$ cat src/rtl/ifu_exu_ibuf_pkg.sv
// ifu_exu_ibuf_pkg: shared widths, buffer defaults and rv32 length pre-decode
package ifu_exu_ibuf_pkg;
  localparam int PC_SIZE = 32;
  localparam int XLEN = 32;
  localparam int IBUF_DEPTH = 2;
  localparam logic [31:0] NOP_INSTR = 32'h0000_0013;
  function automatic logic is_rv32(input logic [1:0] lo);
    return lo == 2'b11;
  endfunction
endpackage

$ cat src/rtl/ifu_exu_ibuf_entry_mem.sv
// ifu_exu_ibuf_entry_mem: DEPTH x W register array, one write port, async read port
module ifu_exu_ibuf_entry_mem #(
  parameter int DEPTH = 2,
  parameter int W = 64,
  parameter int AW = $clog2(DEPTH)
) (
  input  logic          clk,
  input  logic          rst_n,
  input  logic          we,
  input  logic [AW-1:0] waddr,
  input  logic [W-1:0]  wdata,
  input  logic [AW-1:0] raddr,
  output logic [W-1:0]  rdata
);
  logic [W-1:0] mem_q [DEPTH];
  logic [W-1:0] mem_d [DEPTH];
  // next array contents: only the addressed entry changes on a write
  always_comb begin
    mem_d = mem_q;
    if (we) mem_d[waddr] = wdata;
  end
  // entries are cleared on reset so the read port never shows X
  always_ff @(posedge clk or negedge rst_n) begin
    if (!rst_n) mem_q <= '{default: '0};
    else mem_q <= mem_d;
  end
  assign rdata = mem_q[raddr];
endmodule

$ cat src/rtl/ifu_exu_ibuf.sv
// ifu_exu_ibuf: IFU->EXU instruction FIFO with flush and rv32 pre-decode; IFU_EXU_IBUF_BYPASS_EN adds an empty-buffer pass-through
module ifu_exu_ibuf
  import ifu_exu_ibuf_pkg::*;
#(
  parameter int DEPTH = IBUF_DEPTH,
  parameter int PC_W = PC_SIZE,
  parameter int IR_W = XLEN,
  parameter logic [IR_W-1:0] NOP_IR = IR_W'(NOP_INSTR)
) (
  input  logic                     clk,
  input  logic                     rst_n,
  input  logic                     ibuf_i_ifu_valid,
  output logic                     ibuf_o_ifu_ready,
  input  logic [PC_W-1:0]          ibuf_i_pc,
  input  logic [IR_W-1:0]          ibuf_i_ir,
  input  logic                     ibuf_i_flush_req,
  output logic                     ibuf_o_exu_valid,
  input  logic                     ibuf_i_exu_ready,
  output logic [PC_W-1:0]          ibuf_o_pc,
  output logic [IR_W-1:0]          ibuf_o_ir,
  output logic                     ibuf_o_rv32,
  output logic [$clog2(DEPTH):0]   ibuf_o_count,
  output logic                     ibuf_o_empty
);
  localparam int AW = $clog2(DEPTH);
  localparam int CW = AW + 1;
  logic [AW-1:0] wr_ptr_q, wr_ptr_d, rd_ptr_q, rd_ptr_d;
  logic [CW-1:0] count_q, count_d;
  logic [PC_W-1:0] last_pc_q, last_pc_d;
  logic [PC_W-1:0] head_pc;
  logic [IR_W-1:0] head_ir;
  logic empty, push, pop, byp;
  assign empty = count_q == '0;
  assign ibuf_o_ifu_ready = count_q != CW'(DEPTH);
`ifdef IFU_EXU_IBUF_BYPASS_EN
  assign byp = empty & ibuf_i_ifu_valid & ibuf_i_exu_ready & !ibuf_i_flush_req;
`else
  assign byp = 1'b0;
`endif
  assign push = ibuf_i_ifu_valid & ibuf_o_ifu_ready & !ibuf_i_flush_req & !byp;
  assign pop = !empty & !ibuf_i_flush_req & ibuf_i_exu_ready;
  ifu_exu_ibuf_entry_mem #(.DEPTH(DEPTH), .W(PC_W + IR_W)) u_mem (
    .clk   (clk),
    .rst_n (rst_n),
    .we    (push),
    .waddr (wr_ptr_q),
    .wdata ({ibuf_i_pc, ibuf_i_ir}),
    .raddr (rd_ptr_q),
    .rdata ({head_pc, head_ir})
  );
  // head view: bypassed pair, buffered head, or last head PC with a NOP when empty
  always_comb begin
    ibuf_o_exu_valid = (!empty | byp) & !ibuf_i_flush_req;
    ibuf_o_pc = byp ? ibuf_i_pc : empty ? last_pc_q : head_pc;
    ibuf_o_ir = byp ? ibuf_i_ir : empty ? NOP_IR : head_ir;
    ibuf_o_rv32 = is_rv32(ibuf_o_ir[1:0]);
    ibuf_o_count = count_q;
    ibuf_o_empty = empty;
  end
  // pointer and occupancy update; flush returns everything to the origin
  always_comb begin
    wr_ptr_d = ibuf_i_flush_req ? '0 : wr_ptr_q + AW'(push);
    rd_ptr_d = ibuf_i_flush_req ? '0 : rd_ptr_q + AW'(pop);
    count_d = ibuf_i_flush_req ? '0 : count_q + CW'(push) - CW'(pop);
    last_pc_d = ibuf_o_pc;
  end
  // state registers
  always_ff @(posedge clk or negedge rst_n) begin
    if (!rst_n) begin
      wr_ptr_q <= '0;
      rd_ptr_q <= '0;
      count_q <= '0;
      last_pc_q <= '0;
    end else begin
      wr_ptr_q <= wr_ptr_d;
      rd_ptr_q <= rd_ptr_d;
      count_q <= count_d;
      last_pc_q <= last_pc_d;
    end
  end
endmodule

$ cat config.mk
export PLATFORM = sky130hd
export DESIGN_NAME = ifu_exu_ibuf
export DESIGN_NICKNAME = d
export VERILOG_FILES = /design/src/rtl/ifu_exu_ibuf_pkg.sv /design/src/rtl/ifu_exu_ibuf_entry_mem.sv /design/src/rtl/ifu_exu_ibuf.sv
export SDC_FILE = /design/constraint.sdc
export NUM_CORES = 1
export LEC_CHECK = 0
export ABC_AREA = 1
export CAP_MARGIN = 20
export CELL_PAD_IN_SITES_DETAIL_PLACEMENT = 0
export CELL_PAD_IN_SITES_GLOBAL_PLACEMENT = 1
export CORE_MARGIN = 4
export CORE_UTILIZATION = 30
export CTS_CLUSTER_SIZE = 20
export DETAILED_ROUTE_END_ITERATION = 10
export PLACE_DENSITY_LB_ADDON = 0.25
export SKIP_CTS_REPAIR_TIMING = 1
export SLEW_MARGIN = 30
export SYNTH_ARGS = -nofsm -noshare
export SYNTH_HDL_FRONTEND = slang
export SYNTH_HIERARCHICAL = 1
export SYNTH_SLANG_ARGS = --single-unit
$ cat constraint.sdc
create_clock -name clk -period 1.85 [get_ports clk]
set_input_delay 0.185 -clock clk [delete_from_list [all_inputs] [get_ports clk]]
set_output_delay 0.185 -clock clk [all_outputs]
set_load 0.1 [all_outputs]
# Word level (Yosys, flattened, before mapping)
# Index checks and enable logic that the tools add are counted.
# word_totals
inputBits	69
register_bits	164
word_cells	36
# classes
bitwise	6
n_eq_ne	2
mux	11
order_cmp	3
addsub	4
reduce_logical	4
# ops
cell	count
$mux 64	4
$bwmux 128	1
$demux 64 s1	1
$mux 32	2
$and 1x1->1	4
$ge 2x2->1 const B	2
$not 1->2	2
$add 1x1->1	2
$add 2x1->2	1
$eq 2x2->1 const B	1
$logic_not 1->1	2
$logic_not 2->1	1
$lt 2x1->1 const B	1
$mux 1	2
$mux 2	1
$ne 2x2->1 const B	1
$sub 2x1->2	1
$logic_and 1x1->1	1

# Depth between registers and ports, before layout
# Gate-level depths: netlist of the first run.
# logic_depth
word_depth	6
mapped_depth	10

# By module
# The synthesis of the first run kept the hierarchy.
# modules_own_cells
mod	area_each_um2	seq_area_each_um2	cells_per_inst	n_inst
ifu_exu_ibuf_entry_mem	6023.3	3203.1	761	1
ifu_exu_ibuf	1732.9	900.9	237	1

# Worst setup path after synthesis of the first run
# OpenSTA, ideal clock, no wires.
# synth_path
path_type	register to output
start	reg rd_ptr_q
end	out ibuf_o_rv32
setup_slack_ns	-1.333
n_path_buf	2
path_stages_with_launch	6
arrival_time_ns	2.998
cell_sequence	dfrtp_1 > buf_4 > buf_4 > o21ai_0 > inv_1 > o21ai_0
# synth_via
elab_chain_cells	6
# synth_rtl
item	line	rtl
from (decl)	ifu_exu_ibuf.sv:27	logic [AW-1:0] wr_ptr_q, wr_ptr_d, rd_ptr_q, rd_ptr_d;
from (signal assigned)	ifu_exu_ibuf.sv:76	rd_ptr_q <= rd_ptr_d;
$not 1->2 (not written as such)	ifu_exu_ibuf_entry_mem.sv:27	assign rdata = mem_q[raddr];
$mux 64 (not written as such) (3 in series)	ifu_exu_ibuf_entry_mem.sv:27	
named net head_ir[1]	ifu_exu_ibuf.sv:31	logic [IR_W-1:0] head_ir;
$mux 32	ifu_exu_ibuf.sv:55	ibuf_o_ir = byp ? ibuf_i_ir : empty ? NOP_IR : head_ir;
$eq 2x2->1	ifu_exu_ibuf_pkg.sv:8	return lo == 2'b11;
to (decl)	ifu_exu_ibuf.sv:21	output logic ibuf_o_rv32,
# The timed path passes the listed nets, and every way through them passes these cells. The select of a mux whose other input is x is not followed.

# Worst setup path in the final report of the first run
# Ends and elaborated chain as after synthesis.

==> results of run 1 <==
-- routing by layer --
layer	track usage, %	part of all wire [%]
met1	20.6	47
met2	25.2	48
met3	4.02	4.5
met4	3.28	0.73
met5	0	0
-- metrics by stage --
| step | cells | area [sq um] |
|---|---|---|
| global route | 1487 | 11700 |
| finish | 1487 | 11700 |
| detailed placement | 1428 | 10500 |
| floorplan | 998 | 8080 |
| CTS | 1459 | 11100 |
| global placement | 1428 | 10500 |
-- sequential cells by signal, indices dropped and copies added (netlist names) --
name / cells
ibuf_o_count: 2
rd_ptr_q: 1
u_mem/mem_q: 128
last_pc_q: 32
wr_ptr_q: 1
-- how the worst max path moves through the flow --
| stage | slack (ns) | end | cells after the start |
|---|---|---|---|
| after floorplan | -0.14 | ibuf_o_count[1] | 8 |
| after global placement | 0.13 | ibuf_o_count[1] | 9 |
| final | -0.14 | ibuf_o_rv32 | 7 |
| after detailed placement | 0.12 | ibuf_o_count[1] | 9 |
| after global routing | -0.20 | ibuf_o_rv32 | 7 |
| after CTS | -0.33 | ibuf_o_ir[15] | 5 |
-- area by class of cell --
cell class	instances	area, sq um
clock inverter	11	150
clock buffer	20	447
tap	330	413
multi-input combinational	666	3270
timing repair buffer	191	2930
sequential	164	4120
fill	2484	13600
inverter	105	397
-- critical path: cells and delay by family, from the launching register on --
family                 cells  cell delay, ns
buffers and inverters      4            0.62
AND/OR/NAND/NOR            1            0.06
AO/OA/AOI/OAI              2            0.25
flip-flops                 1            0.46
-- placed cells by master, fill, tap and decap left out, drive strengths merged --
master	netlist	final
ha	2	2
clkinvlp	0	2
or2	1	1
nor2	35	35
nand2	428	428
a21oi	2	2
dlygate4sd3	0	1
bufinv	0	3
clkdlybuf4s50	0	67
nand3	133	133
clkinv	0	3
dfrtp	164	164
inv	105	108
clkbuf	5	27
o21ai	65	65
buf	58	116
-- power groups by stage --
stage          sequential [mW]  combinational (mW)  clock (mW)
6_report                  5.19                10.1        3.64
5_1_grt                   5.32                10.7        3.92
4_1_cts                   5.22                9.31        3.77
3_5_place_dp              5.28                9.29           0
3_3_place_gp              5.26                9.24           0
2_1_floorplan             5.18                6.10           0
-- logic make-up after synthesis --
logic type	count (synthesis)
flip-flops	164
adder cells (fa/ha/maj)	2
buffers and inverters	168
AND/OR/NAND/NOR	597
AO/OA/AOI/OAI	67
==> flow_summary.ini, run 1 <==
[critical_path]
cp_common_cell = buf_12
required_ns = 1.66
path_class = flop to output pin
cp-end-kind = output pin
worstReg2RegEnd = ibuf_o_count[1]
slowest_delay_ns = 0.46
cpMaxStageDelayCell = dfrtp_4
r2r_cells = 9
cp-startpoint = rd_ptr_q
crit_chain = buf_8 -> buf_12 -> nand2_1 -> o21ai_1 -> inv_1 -> o21ai_4 -> buf_12
cp.arrival_ns = 1.81
r2r-start = ibuf_o_count[0]
r2r_slack_ns = 0.18
cp_max_fo = 13
startpoint_type = flop

[synth]
synth_edf_count = 0
ys_seq_area_share_pct = 52.9
ys_warn_count = 6
ys_top_cells_by_count = nand2_1, dfrtp_1, nand3_1
synth_xor_xnor_area_share_pct = 0
async_flop_share_pct = 100
ys.flop_type = dfrtp_1
synth.most_common_cell = nand2_1
netlist_area_sq_um = 7760
synth_top_area_share_pct = 52.9
synth_area_leaders = dfrtp_1, nand2_1, nand3_1
synth_cell_types = 17
avgSynthCellArea_sq_um = 7.77
synthAdderAreaFrac_pct = 0.323
postSynthCellCount = 998
synth_compound_area_share_pct = 4.32
synth_top_family_by_area = simple AND/OR/NAND/NOR gates
synth_simple_gate_area_share_pct = 31.3
ys_ff_latch = 164
yosysTopAreaCell = dfrtp_1
muxShareOfSynthArea_pct = 0
synth_nets = 1069

[power_and_ir_drop]
p_switching_mw = 8.47
seqPwrFrac_pct = 27.4
finalPower_mw = 18.9
internal_power_mw = 10.5
powerDensity_nw_per_um2 = 1610
combPwrFrac_pct = 53.3
power.leakage_nw = 5.70
netSwitchingFraction_pct = 44.8
ir_worst_vdd_mv = 1.11
clockPowerShare_pct = 19.3

[sta]
slew_headroom_pct = 69.5
holdWs_ns = 0.268
worst_slack_ns = -0.142
setup_viol = 65
finalHoldViolCount = 0
period_share_pct = 108
tightest_slew_ns = 0.458
fmax_mhz = 502
finalSetupTns_ns = -5.89
rsz0062_at_grt = true
drv_slew = 0
finalCriticalPeriod_ns = 1.99
finalClockSkew_ns = 0.00859

[clocking]
cts-htree-levels = 4
cts_tree = done
clk_latency_ns = 0.42
cts_made_buffers = 17
cts_root_buffer = clkbuf_16
cts_buffer_depth = 2
clock_sinks = 164
clkTransAtPathRegs_ns = 0.07

[route]
drt_iter0_markers = 430
drcViolationCount = 0
vias = 6695
ant_nets = 0
routedWlPerCell_um = 15.3
drt-total-wl_um = 22800
via_per_inst = 4.50
first_pass_iters = 5

[finish]
num_antenna_cells = 0
drive_gt1_share_pct = 24.2
nets = 1216
postLayoutCoreUtil_pct = 46.3
area_delta_synth_final_pct = 51.2

[placement]
gp_congestion = 0.727
post-place-ws_ns = 0.118
portBuffers = 138
dp_hpwl_um = 13500

[global_routing]
grt_use_total_pct = 15.4
grt_pass1_vias = 6674
grt_max_degree = 53
grt_pass1_wl_um = 35200
grt_overflow = 0
antenna_found_initial = 0

[floorplanning]
die_h_um = 169
fp.dieW_um = 169
num_rows = 58
io_pins = 139
dieArea_sq_um = 28500
core_sq_um = 25300
start_util_pct = 30.6

[min_path]
hold_path.class = primary input to async pin

[run_status]
violations = setup timing
status = complete, but fails checks

[run]
maxCapViolCount = 0
(Power assumes the default switching activity.)
==> run 2: changes to the inputs <==
--- a/config.mk
+++ b/config.mk
@@ -10,7 +10,7 @@
 export CELL_PAD_IN_SITES_DETAIL_PLACEMENT = 0
 export CELL_PAD_IN_SITES_GLOBAL_PLACEMENT = 1
 export CORE_MARGIN = 4
-export CORE_UTILIZATION = 30
+export CORE_UTILIZATION = 39
 export CTS_CLUSTER_SIZE = 20
 export DETAILED_ROUTE_END_ITERATION = 10
 export PLACE_DENSITY_LB_ADDON = 0.25
==> flow_summary.ini, run 2 (synthesis gave the netlist of run 1 again) <==
[run_status]
status = complete, but fails checks
violations = setup timing

[route]
routedWlPerCell_um = 15.5
via_per_inst = 4.73
ant_nets = 0
drt_iter0_markers = 391
first_pass_iters = 4
vias = 6741
drcViolationCount = 0
drt-total-wl_um = 22000

[sta]
worst_slack_ns = -0.156
finalCriticalPeriod_ns = 2.01
fmax_mhz = 498
tightest_slew_ns = 0.450
drv_slew = 0
period_share_pct = 108
setup_viol = 66
finalClockSkew_ns = 0.0119
slew_headroom_pct = 70.0
finalHoldViolCount = 0
rsz0062_at_grt = true

[floorplanning]
num_rows = 51
io_pins = 139
die_h_um = 149
core_sq_um = 19500
start_util_pct = 39.7
fp.dieW_um = 149
dieArea_sq_um = 22200

[global_routing]
grt_pass1_vias = 6460
grt_max_degree = 65
antenna_found_initial = 0
grt_use_total_pct = 18.9
grt_pass1_wl_um = 33600
grt_overflow = 0

[clocking]
clock_sinks = 164
cts_made_buffers = 17
cts_buffer_depth = 2
cts_root_buffer = clkbuf_16
cts-htree-levels = 4
cts_tree = done
clkTransAtPathRegs_ns = 0.06
clk_latency_ns = 0.42

[placement]
post_dp_cell_area_sq_um = 10300
dp_hpwl_um = 13000
post-place-ws_ns = 0.0825
gp_congestion = 0.742
portBuffers = 138

[critical_path]
startpoint_type = flop
r2r_cells = 9
r2r_slack_ns = 0.08
cp-end-kind = output pin
required_ns = 1.66
r2r-start = ibuf_o_count[1]
cp.arrival_ns = 1.82
cp-startpoint = rd_ptr_q
path_class = flop to output pin
slowest_delay_ns = 0.49
cp.depth = 6
cp_max_fo = 37
crit_chain = buf_12 -> buf_12 -> o21ai_0 -> inv_1 -> nor2_4 -> buf_12
worstReg2RegEnd = ibuf_o_count[1]
cp_top_family = buffers and inverters
endpoint = ibuf_o_ir[7]
cpMaxStageDelayCell = dfrtp_4
cp_common_cell = buf_12
critPathBufInv = 4

[min_path]
hold_path.class = primary input to async pin

[finish]
finish.instance_area_sq_um = 11500
nFillCells = 1789
num_antenna_cells = 0
largest_reg_flops = 128
drive_gt1_share_pct = 23.6
mostFrequentLayoutCell = nand2_1
final_cell_mix = nand2_1, dfrtp_1, nand3_1, inv_1, buf_12
area_delta_synth_final_pct = 48.7
nets = 1218
top_register = u_mem/mem_q

[power_and_ir_drop]
ir_worst_vdd_mv = 0.719
powerDensity_nw_per_um2 = 1650
power.leakage_nw = 5.69

[run]
maxCapViolCount = 0
run 2: cell count changes in the layout (fill, tap and decap cells not counted), sizes merged:
| cell | previous run | this run |
|---|---|---|
| buf | 116 | 118 |
| clkinvlp | 2 | 1 |
| clkinv | 3 | 5 |
| clkbuf | 27 | 29 |
| inv | 108 | 106 |
run 2: final cells by class:
type	count	area, sq um	share of cell area, %
multi-input cells	666	3260	28.3
clock inverters	10	146	1.27
flip-flops and latches	164	4120	35.7
clock buffers	22	484	4.20
repair buffers	193	2800	24.3
inverters	105	397	3.44
well taps	265	332	2.88
run 2: worst register-to-register path, delay by kind of cell (launching register included):
family	cells	cell delay, ns
DFF	1	0.51
adders and majority gates	2	0.50
and+or+nand+nor	5	0.44
buffers and inverters	2	0.22
run 2: layer usage:
metal	part of all wire, %	vias up	track usage, %
li1	-	3367	-
met1	43	3200	24.7
met2	50	158	32.0
met3	5.4	16	4.65
met4	1.3	0	4.49
met5	0	-	0
run 2: power breakdown:
group / switching [mW] / total [mW] / leakage, nW / internal, mW
sequential: 0.531 / 5.22 / 2.06 / 4.69
combinational: 6.49 / 10.0 / 3.32 / 3.54
clock: 1.45 / 3.73 / 0.307 / 2.28
total: 8.47 / 19.0 / 5.69 / 10.5
run 2: stage by stage:
step	power, mW	setup TNS [ns]	std cells	util, %	hold WS (ns)
2_1_floorplan	11.3	-5.88	998	-	-0.111
3_3_place_gp	14.4	0	1364	52.8	0.143
3_5_place_dp	14.5	0	1364	52.8	0.143
4_1_cts	18.3	-10.35	1396	56.1	-0.306
5_1_grt	19.9	-11.18	1425	59.1	0.282
6_report	19.0	-6.31	1425	59.1	0.269
run 2: how the worst min path moves through the flow:
| stage | startpoint | endpoint | slack (ns) | cells after the start |
|---|---|---|---|---|
| 2_1_floorplan | rst_n | last_pc_q[0] | -0.11 | 0 |
| 3_3_place_gp | rst_n | last_pc_q[26] | 0.14 | 1 |
| 3_5_place_dp | rst_n | last_pc_q[26] | 0.14 | 1 |
| 4_1_cts | rst_n | last_pc_q[25] | -0.31 | 1 |
| 5_1_grt | rst_n | last_pc_q[25] | 0.28 | 2 |
| 6_report | rst_n | last_pc_q[25] | 0.27 | 2 |
